[config.mk]
export PLATFORM = sky130hd
export DESIGN_NAME = regfile_wb_scheduler
export DESIGN_NICKNAME = d
export VERILOG_FILES = /design/src/rtl/core_pkg.sv /design/src/rtl/rr_arbiter.sv /design/src/rtl/regfile_wb_scheduler.sv
export SDC_FILE = /design/constraint.sdc
export NUM_CORES = 1
export LEC_CHECK = 0
export BUFFER_PORTS_ARGS = -buffer_cell sky130_fd_sc_hd__buf_2
export CAP_MARGIN = 20
export CORE_MARGIN = 2
export CORE_UTILIZATION = 44
export CTS_BUF_LIST = sky130_fd_sc_hd__clkbuf_16
export DETAILED_ROUTE_END_ITERATION = 16
export PLACE_DENSITY = 0.87
export REMOVE_ABC_BUFFERS = 1
export SETUP_SLACK_MARGIN = 0.05
export SLEW_MARGIN = 20
export SYNTH_ARGS = -nofsm -noshare
export SYNTH_HDL_FRONTEND = slang
export SYNTH_SLANG_ARGS = --single-unit
[constraint.sdc]
create_clock -name clk -period 3 [get_ports clk]
set_clock_uncertainty 0.1 [all_clocks]
set_input_delay 0.45 -clock clk [delete_from_list [all_inputs] [get_ports clk]]
set_output_delay 0.45 -clock clk [all_outputs]
set_load 0.01 [all_outputs]
[src/rtl/core_pkg.sv]
// Shared register-file constants and types for the writeback path.
package core_pkg;

  localparam int REG_AW   = 5;
  localparam int DATA_W   = 32;
  localparam int NUM_REGS = 32;

  typedef logic [4:0]  reg_addr_t;
  typedef logic [31:0] word_t;

  localparam reg_addr_t REG_ZERO = 5'd0;

endpackage

[src/rtl/rr_arbiter.sv]
// Round-robin arbiter: one-hot grant searched upward from an internal
// pointer that moves just past the winner whenever a grant is taken.
module rr_arbiter #(
  parameter int NUM_REQ = 3
) (
  input  logic               clk,
  input  logic               reset,
  input  logic [NUM_REQ-1:0] req,
  input  logic               advance,
  output logic [NUM_REQ-1:0] grant
);

  localparam int PW = (NUM_REQ > 1) ? $clog2(NUM_REQ) : 1;

  logic [PW-1:0] rr_ptr;
  logic [PW-1:0] grant_idx;
  logic          found;
  int            idx;

  // First requester at or after the pointer, wrapping past the top index.
  always_comb begin
    grant     = '0;
    grant_idx = '0;
    found     = 1'b0;
    idx       = 0;
    for (int k = 0; k < NUM_REQ; k++) begin
      idx = int'(rr_ptr) + k;
      if (idx >= NUM_REQ) idx = idx - NUM_REQ;
      if (!found && req[idx]) begin
        found      = 1'b1;
        grant[idx] = 1'b1;
        grant_idx  = idx[PW-1:0];
      end
    end
  end

  // Pointer steps to the slot after the winner only when a grant is consumed.
  always_ff @(posedge clk or posedge reset) begin
    if (reset) begin
      rr_ptr <= '0;
    end else if (advance) begin
      if (grant_idx == PW'(NUM_REQ - 1)) rr_ptr <= '0;
      else                               rr_ptr <= grant_idx + 1'b1;
    end
  end

endmodule

[src/rtl/regfile_wb_scheduler.sv]
// Register-file write-port scheduler: arbitrates writeback requesters onto
// the single write port and tracks in-flight destinations for hazard stalls.
module regfile_wb_scheduler #(
  parameter int NUM_REQ = 3,
  parameter int REG_AW  = core_pkg::REG_AW,
  parameter int DATA_W  = core_pkg::DATA_W
) (
  input  logic                      clk,
  input  logic                      reset,
  input  logic [NUM_REQ-1:0]        req_valid,
  output logic [NUM_REQ-1:0]        req_ready,
  input  logic [NUM_REQ*REG_AW-1:0] req_reg,
  input  logic [NUM_REQ*DATA_W-1:0] req_data,
  output logic                      rf_reg_write,
  output logic [REG_AW-1:0]         rf_write_reg,
  output logic [DATA_W-1:0]         rf_write_data,
  input  logic                      issue_valid,
  input  logic [REG_AW-1:0]         issue_rd,
  input  logic                      issue_rd_en,
  input  logic [REG_AW-1:0]         issue_rs1,
  input  logic [REG_AW-1:0]         issue_rs2,
  output logic                      issue_stall,
  output logic [31:0]               busy_mask
);

  import core_pkg::*;

  logic              handshake;
  logic [REG_AW-1:0] sel_reg;
  logic [DATA_W-1:0] sel_data;
  logic              sb_set;
  logic [31:0]       busy_next;

  rr_arbiter #(
    .NUM_REQ (NUM_REQ)
  ) u_arb (
    .clk     (clk),
    .reset   (reset),
    .req     (req_valid),
    .advance (handshake),
    .grant   (req_ready)
  );

  assign handshake = |(req_valid & req_ready);

  // Route the granted requester's address and data toward the write register.
  always_comb begin
    sel_reg  = '0;
    sel_data = '0;
    for (int i = 0; i < NUM_REQ; i++) begin
      if (req_ready[i]) begin
        sel_reg  = req_reg[i*REG_AW +: REG_AW];
        sel_data = req_data[i*DATA_W +: DATA_W];
      end
    end
  end

  // One-cycle write stage; x0 writes are accepted but never enable the port.
  always_ff @(posedge clk or posedge reset) begin
    if (reset) begin
      rf_reg_write  <= 1'b0;
      rf_write_reg  <= '0;
      rf_write_data <= '0;
    end else if (handshake) begin
      rf_reg_write  <= (sel_reg != REG_AW'(REG_ZERO));
      rf_write_reg  <= sel_reg;
      rf_write_data <= sel_data;
    end else begin
      rf_reg_write  <= 1'b0;
    end
  end

  // Hold issue while any source or the destination still has a write in flight.
  always_comb begin
    issue_stall = issue_valid &&
                  (((issue_rs1 != '0) && busy_mask[issue_rs1]) ||
                   ((issue_rs2 != '0) && busy_mask[issue_rs2]) ||
                   (issue_rd_en && (issue_rd != '0) && busy_mask[issue_rd]));
  end

  assign sb_set = issue_valid && !issue_stall && issue_rd_en && (issue_rd != '0);

  // Commit clears the register, a new producer sets it, and the set wins a tie.
  always_comb begin
    busy_next = busy_mask;
    if (rf_reg_write) busy_next[rf_write_reg] = 1'b0;
    if (sb_set)       busy_next[issue_rd]     = 1'b1;
    busy_next[0] = 1'b0;
  end

  // Scoreboard state.
  always_ff @(posedge clk or posedge reset) begin
    if (reset) busy_mask <= '0;
    else       busy_mask <= busy_next;
  end

endmodule

==> impl_metrics.tcl, run 1 <==
set metrics [dict create \
    status "completed" \
    top_signal_layer_used "met4" \
    placeableCoreArea_um2 10400 \
    routedLengthMet1_mm 5.95 \
    netlist.top_cell.by_area "dfrtp_1" \
    synth_sequential_area_ratio_pct 37.6 \
    dp_worst_setup_slack_ps -19.2 \
    finalHoldViolCount 0 \
    critical_path.reg2reg.endpoint "rf_write_data[29]$_DFFE_PP0P_" \
    die_x_um 108 \
    initial_cell_density_of_the_core_pct 45.6 \
    synth.area.top_cells "dfrtp_1 (38%), mux4_2 (11%), mux2_2 (8.1%)" \
    post_route_drc 0 \
    synth-warning-count 0 \
    rsz0062_at_grt "true" \
    final_common_cell "buf_2" \
    vias 4961 \
    syn_area_um2 4730 \
    timing.max_slew.rel_slack_pct 53.2 \
    buffer_ports.inserted 205 \
    postCtsHoldBufs 0 \
    worst_r2r_setup_slack_ps 200 \
    wl_met3_mm 1.34 \
    global_route_usage_over_all_layers_pct 26.5 \
    hpwl_mm 11.5 \
    detail_route.iter0.violations 343 \
    timing.critical_path.cells "buf_6 -> mux4_2 -> mux2i_1 -> a221oi_1 -> a21o_1 -> a2111oi_4 -> nor2b_1 -> buf_2" \
    synth_cell_type_count 48 \
    drt-total-wl_mm 15.7 \
    finalSetupViolCount 0 \
    clk_root_buffer_cell "clkbuf_16" \
    r2r_start "u_arb.rr_ptr[0]$_DFFE_PP0P_" \
    route.detailed.vias_per_inst 5.84 \
    finalWeightedCongestion 0.948 \
    min_period_over_period_pct 99.8 \
    worst-path-max-fanout 4 \
    finalWorstSetupSlack_ps 6.17 \
    max_clock_freq_mhz 334 \
    cts_made_buffers 9 \
    initial_antenna_violation_count 0 \
    holdWs_ps 131 \
    htreeDepth 3 \
    ir_drop_mv 0.704 \
    maximum_buffer_depth_of_the_clock_tree 2 \
    worst_setup_path_end_kind "primary output" \
    critical_path_required_ps 2450 \
    insertion_delay_ps 330 \
    layout_min_cycle_time_ps 2990 \
    cap_viol_max_count 0 \
    design.die.area_um2 11600 \
    setup.worst_path.start_class "flop" \
    ff2ff_path_depth 10 \
    grt-ovfl-total 0 \
    synth_enable_flop_cells 0 \
    final_cell_mix "buf_2 (205), o21ai_0 (73), dfrtp_1 (67)" \
    grt_start_max_net_pins 67 \
    critPathSlowestCell "mux4_2" \
    path_class "reg -> out" \
    worst_pin_slew_ps 702 \
    placementRows 37 \
    drive_gt1_share_pct 47.1 \
    first_global_vias 4930 \
    cts_tree "built" \
    total_leakage_power_nw 2.89 \
    drtPass1Iterations 4 \
    postSynthRegisterBits 71 \
    largest_register_ffs 32 \
    post_synth.cell_area_avg_um2 9.59 \
    fin_max_slew_vios 0 \
    antenna_violating_nets_post_route 0 \
    timing.hold.worst.class "in -> async" \
    synth_top_flop_cell "dfrtp_1" \
    io-pin-count 207 \
    die-height_um 108 \
    final_stage_net_count 845 \
    powerDensity_nw_per_um2 1190 \
    antenna_cells 0 \
    filler_cell_count 849 \
    flow.area_growth_from_synthesis_pct 38.6 \
    cts.sink_count 71 \
    wl_per_cell_um 18.4 \
    synthesized_instance_count 493 \
    met2RoutedLength_mm 7.98 \
    worst_ep_arrival_time_ps 2440 \
    critPathMaxStageDelay_ps 460 \
    postSynth.asyncResetShare_pct 100 \
    post-synth-top-area-fraction_pct 37.6 \
    grt_pass1_wl_mm 23.9 \
    cts.reportedPaths.clkPinSlew_ps 60 \
]
==> synth_stat cells, types with 3 or more instances <==
master and count:
nand3_1 11, and2_1 3, nor2b_1 48, nand2_1 41
o21ai_0 75, or3_1 3, a31oi_1 33, mux4_2 23
mux2_2 34, a311o_1 4, nand3b_1 4, nor2_1 7
clkbuf_1 29, ha_1 4, dfrtp_1 71, o21ai_1 31
inv_1 14, a21oi_1 4, mux2i_1 8, a311oi_1 3
buf_2 4, buf_1 4
==> critical path: cells and delay by family, from the launching register on <==
| kind | cells | cell delay, ps |
|---|---|---|
| multiplexers | 2 | 660 |
| flip-flops | 1 | 450 |
| AO/OA/AOI/OAI | 3 | 660 |
| buffers and inverters | 2 | 270 |
| AND/OR/NAND/NOR | 1 | 70 |
==> metrics by stage <==
stage / std cells / power (mW) / cell area, um^2 / util, % / TNS, ps
after floorplan: 455 / 4.49 / 4580 / - / -61870
after global placement: 819 / 5.94 / 6020 / 58.0 / 0
after detailed placement: 819 / 6.17 / 6020 / 58.0 / -69.1
after CTS: 845 / 7.45 / 6440 / 62.1 / 0
after global routing: 849 / 8.29 / 6550 / 63.2 / -45.9
final: 849 / 7.77 / 6550 / 63.2 / 0
==> kinds of logic (layout without fill, tap and decap cells) <==
group                      count (synthesis)  count (layout)  synth area share [%]
and+or+nand+nor                          132             132                  15.1
DFF                                       71              71                  37.6
adders and majority gates                  4               4                  1.06
buffers and inverters                     52             272                  4.31
other                                      1               1                0.0793
muxes                                     65              65                  20.8
AOI/OAI and AO/OA                        168             168                  21.1
==> area by class of cell <==
cell class,count,area (um^2),area share [%]
clock buffers,9,225,3.44
well taps,136,170,2.60
inverters,14,52.6,0.802
repair buffers,242,1440,21.9
multi-input cells,370,2820,43.0
flip-flops and latches,71,1780,27.2
clock inverters,7,63.8,0.974
==> where the power goes <==
group	switching, mW	internal [mW]	leakage, nW	total [mW]
clock network	0.399	0.635	0.139	1.03
registers	0.434	1.42	0.838	1.85
logic	2.49	2.40	1.91	4.89
total	3.32	4.45	2.89	7.77
==> metal layers <==
layer  GRT usage (%)  vias up
met5               0        -
met4            9.52        0
met3            7.02       37
met2            46.4      291
met1            31.2     2361
li1                -     2272
==> how the worst max path moves through the flow <==
| stage | start | to | slack (ps) | depth (start not counted) |
|---|---|---|---|---|
| 2_1_floorplan | u_arb.rr_ptr[0]$_DFFE_PP0P_ | rf_write_data[0]$_DFFE_PP0P_ | -1630 | 8 |
| 3_3_place_gp | issue_rd[0] | busy_mask[24]$_DFF_PP0_ | 90 | 10 |
| 3_5_place_dp | u_arb.rr_ptr[1]$_DFFE_PP0P_ | rf_write_data[14]$_DFFE_PP0P_ | -20 | 9 |
| 4_1_cts | busy_mask[15]$_DFF_PP0_ | issue_stall | 20 | 6 |
| 5_1_grt | busy_mask[15]$_DFF_PP0_ | issue_stall | -50 | 8 |
| 6_report | busy_mask[15]$_DFF_PP0_ | issue_stall | 6 | 8 |
==> what timing repair did <==
action | CTS | global route
cloned | 1 | 2
pin swaps | 0 | 5
resized for setup | 9 | 15
buffers inserted | 9 | 2
endpoints found under the setup margin | 37 | 42
(Power assumes the default switching activity.)
==> run 2: changes to the inputs <==
--- a/config.mk
+++ b/config.mk
@@ -17,4 +17,5 @@
 export SLEW_MARGIN = 20
 export SYNTH_ARGS = -nofsm -noshare
 export SYNTH_HDL_FRONTEND = slang
+export SYNTH_HIERARCHICAL = 1
 export SYNTH_SLANG_ARGS = --single-unit
==> run 2 against run 1 <==
Critical path depth is 3 higher. Sequential share of layout area shrank 0.97 points. Non-clock buffer count is 6 higher. Largest cell class unchanged. First-iteration DRC count rose by 29%. Sequential cell count stayed put. Combinational power rose by 2%. Global-route usage decreased by 0.32 points. Power rose by 3.7%. Via count is 9.2% higher. Critical path type is now reg -> reg. Final cell count is 8.6% higher.
==> impl_metrics.tcl, run 2 <==
set metrics [dict create \
    route.detailed.vias_per_inst 5.87 \
    cts.reportedPaths.clkPinSlew_ps 60 \
    synth_simple_gate_area_share_pct 17.2 \
    status "completed" \
    min_period_over_period_pct 99.2 \
    grt-ovfl-total 0 \
    post_synth_xor_area_fraction_pct 0 \
    timing.hold.worst.class "in -> reg" \
    grt_pass1_wl_mm 24.5 \
    powerDensity_nw_per_um2 1190 \
    intPower_mw 4.58 \
    finalHoldViolCount 0 \
    postSynthRegisterBits 71 \
    detail_route.iter0.violations 442 \
    finalSetupTns_ps 0 \
    routedLengthMet1_mm 6.16 \
    worst-path-max-fanout 5 \
    first_global_vias 5064 \
    finalWeightedCongestion 0.903 \
    synth_compound_gate_area_share_pct 27.6 \
    post_synth.cell_area_avg_um2 8.50 \
    path_class "reg -> reg" \
    netlist_top_cells_count "nand2_1 (80), dfrtp_1 (71), o21ai_0 (68), a21oi_1 (49), nor2_1 (46)" \
    worst_ep_arrival_time_ps 3080 \
    ir_drop_mv 0.956 \
    final_common_cell "buf_2" \
    final_stage_net_count 914 \
    cap_viol_max_count 0 \
    share_clk_of_total_power_pct 15.3 \
    total_switching_power_mw 3.48 \
    dpl_cells 887 \
    drive_gt1_share_pct 41.7 \
    finalWorstSetupSlack_ps 24.9 \
    final-instance-count-excl-fill 922 \
    holdWs_ps 303 \
    worst_r2r_setup_slack_ps 20 \
    insertion_delay_ps 330 \
    final_cell_mix "buf_2 (204), nand2_1 (79), dfrtp_1 (68)" \
    multi_input_logic_area_um2 2940 \
    initial_cell_density_of_the_core_pct 44.9 \
    maximum_buffer_depth_of_the_clock_tree 2 \
    buffer_ports.inserted 205 \
    grt_start_max_net_pins 66 \
    wl_met3_mm 1.28 \
    sw_share_pct 43.2 \
    post_route_drc 0 \
    top_signal_layer_used "met4" \
    syn_area_um2 4820 \
    finalSetupViolCount 0 \
    synth.area.top_cells "dfrtp_1 (37%), o21ai_0 (7.1%), nand2_1 (6.2%)" \
    dp_worst_setup_slack_ps -73.9 \
    yosysMostFrequentCell "nand2_1" \
    worst_setup_path_end_kind "flop" \
    clk_root_buffer_cell "clkbuf_16" \
    timing.max_slew.rel_slack_pct 54.2 \
    drt-total-wl_mm 16.4 \
    setup.worst_path.start_class "flop" \
    main_combinational_cell_family_by_area_after_synthesis "compound AO/OA/AOI/OAI gates" \
    largest_register_ffs 32 \
    rsz0062_at_grt "true" \
    design.die.area_um2 11800 \
    io-pin-count 207 \
    drtPass1Iterations 5 \
    max_clock_freq_mhz 336 \
    timing.critical_path.cells "inv_2 -> ha_4 -> mux2i_4 -> o22ai_2 -> nor2b_2 -> a221oi_2 -> a21oi_4 -> a222oi_1 -> buf_4 -> inv_1 -> mux2_4" \
    synth_cell_type_count 50 \
    netlist.top_cell.by_area "dfrtp_1" \
    antenna_violating_nets_post_route 0 \
    arithmetic_cell_share_of_the_synthesized_area_counting_full_adders_half_adders_and_majority_gates_pct 1.04 \
    total_leakage_power_nw 2.98 \
    placementRows 38 \
    htreeDepth 3 \
    filler_cell_count 938 \
    synthesized_instance_count 567 \
    die-height_um 109 \
    fin_max_slew_vios 0 \
    hpwl_mm 11.3 \
    synth_enable_flop_cells 0 \
    layout_min_cycle_time_ps 2980 \
    synth_sequential_area_ratio_pct 36.9 \
    placeableCoreArea_um2 10700 \
    antenna_cells 0 \
    met2RoutedLength_mm 8.49 \
    cts.sink_count 71 \
    postSynth.asyncResetShare_pct 100 \
    vias 5416 \
    synth_top_flop_cell "dfrtp_1" \
    wl_per_cell_um 17.8 \
    cts_made_buffers 9 \
    initial_antenna_violation_count 0 \
    critical_path_required_ps 3110 \
    power.share.sequential_pct 22.9 \
    post-synth-top-area-fraction_pct 36.9 \
    critPathMaxStageDelay_ps 380 \
    comb_power_share_pct 61.8 \
    synth-warning-count 6 \
    die_x_um 109 \
    critPathSlowestCell "dfrtp_1" \
    area.sequential_um2 1780 \
    flow.area_growth_from_synthesis_pct 40.8 \
    cts_tree "built" \
    worst_pin_slew_ps 686 \
    global_route_usage_over_all_layers_pct 26.2 \
    yosys-mux-area-fraction_pct 11.9 \
]
==> run 2: cell count changes in the layout (fill, tap and decap cells not counted), sizes merged, moves of 11 or more <==
cell,delta
o21ai,-37
a31oi,-29
a22oi,+38
a21oi,+45
nand2,+39
o31ai,+27
nor2,+39
nor2b,-43
mux2,-17
mux4,-11
==> run 2: cell families after synthesis <==
logic type               Yosys count
multiplexers                      40
AO/OA/AOI/OAI                    213
flip-flops                        71
other                              1
buffers and inverters             60
AND/OR/NAND/NOR                  178
adder cells (fa/ha/maj)            4
==> run 2: metal layers <==
metal / global-route usage (%) / up-vias
met2: 46.0 / 315
met5: 0 / -
met1: 32.3 / 2531
li1: - / 2520
met3: 3.95 / 50
met4: 10.2 / 0
==> run 2: repair_timing <==
item	CTS	global route
setup buffers	1	12
hold buffers	1	0
hold endpoints to repair	2	0
setup endpoints to repair	40	40
cloned	0	5
resized for setup	8	33
pin swaps	2	9
==> run 2: power groups by stage <==
stage | Combinational, mW | Clock (mW) | Sequential, mW
final | 4.98 | 1.23 | 1.85
after global routing | 5.48 | 1.29 | 1.89
after CTS | 4.15 | 1.25 | 1.82
after detailed placement | 4.01 | 0 | 1.83
after global placement | 3.90 | 0 | 1.82
after floorplan | 2.24 | 0 | 1.88
==> run 2: worst paths after layout <==
check / startpoint / end / cells after the start
worst max-delay path: u_arb/rr_ptr[0]$_DFFE_PP0P_ / u_arb/rr_ptr[1]$_DFFE_PP0P_ / 11
worst min-delay path: req_data[68] / rf_write_data[4]$_DFFE_PP0P_ / 3
worst max register to register: u_arb/rr_ptr[0]$_DFFE_PP0P_ / u_arb/rr_ptr[1]$_DFFE_PP0P_ / 11
worst min register to register: rf_write_data[15]$_DFFE_PP0P_ / rf_write_data[15]$_DFFE_PP0P_ / 2
max in group asynchronous: reset / busy_mask[3]$_DFF_PP0_ / 4
min in group asynchronous: reset / u_arb/rr_ptr[0]$_DFFE_PP0P_ / 3
==> run 2: area by class of cell <==
class | count | area share, %
Sequential cell | 71 | 26.2
Clock buffer | 9 | 3.32
Tap cell | 140 | 2.58
Multi-Input combinational cell | 436 | 43.3
Timing Repair Buffer | 248 | 22.2
Clock inverter | 7 | 1.77
Inverter | 11 | 0.608
==> run 2: through the flow <==
stage               area (um^2)  power, mW  utilization [%]
floorplan                  4610       4.12                -
global placement           6060       5.71             56.4
detailed placement         6060       5.84             56.4
CTS                        6460       7.22             60.2
global route               6790       8.66             63.2
finish                     6790       8.06             63.2
==> run 2: critical path: cells and delay by family, from the launching register on <==
kind                     cells  cell delay [ps]
AO/OA/AOI/OAI                4              950
multiplexers                 2              560
flip-flops                   1              380
buffers and inverters        3              370
adder cells (fa/ha/maj)      1              320
AND/OR/NAND/NOR              1              170
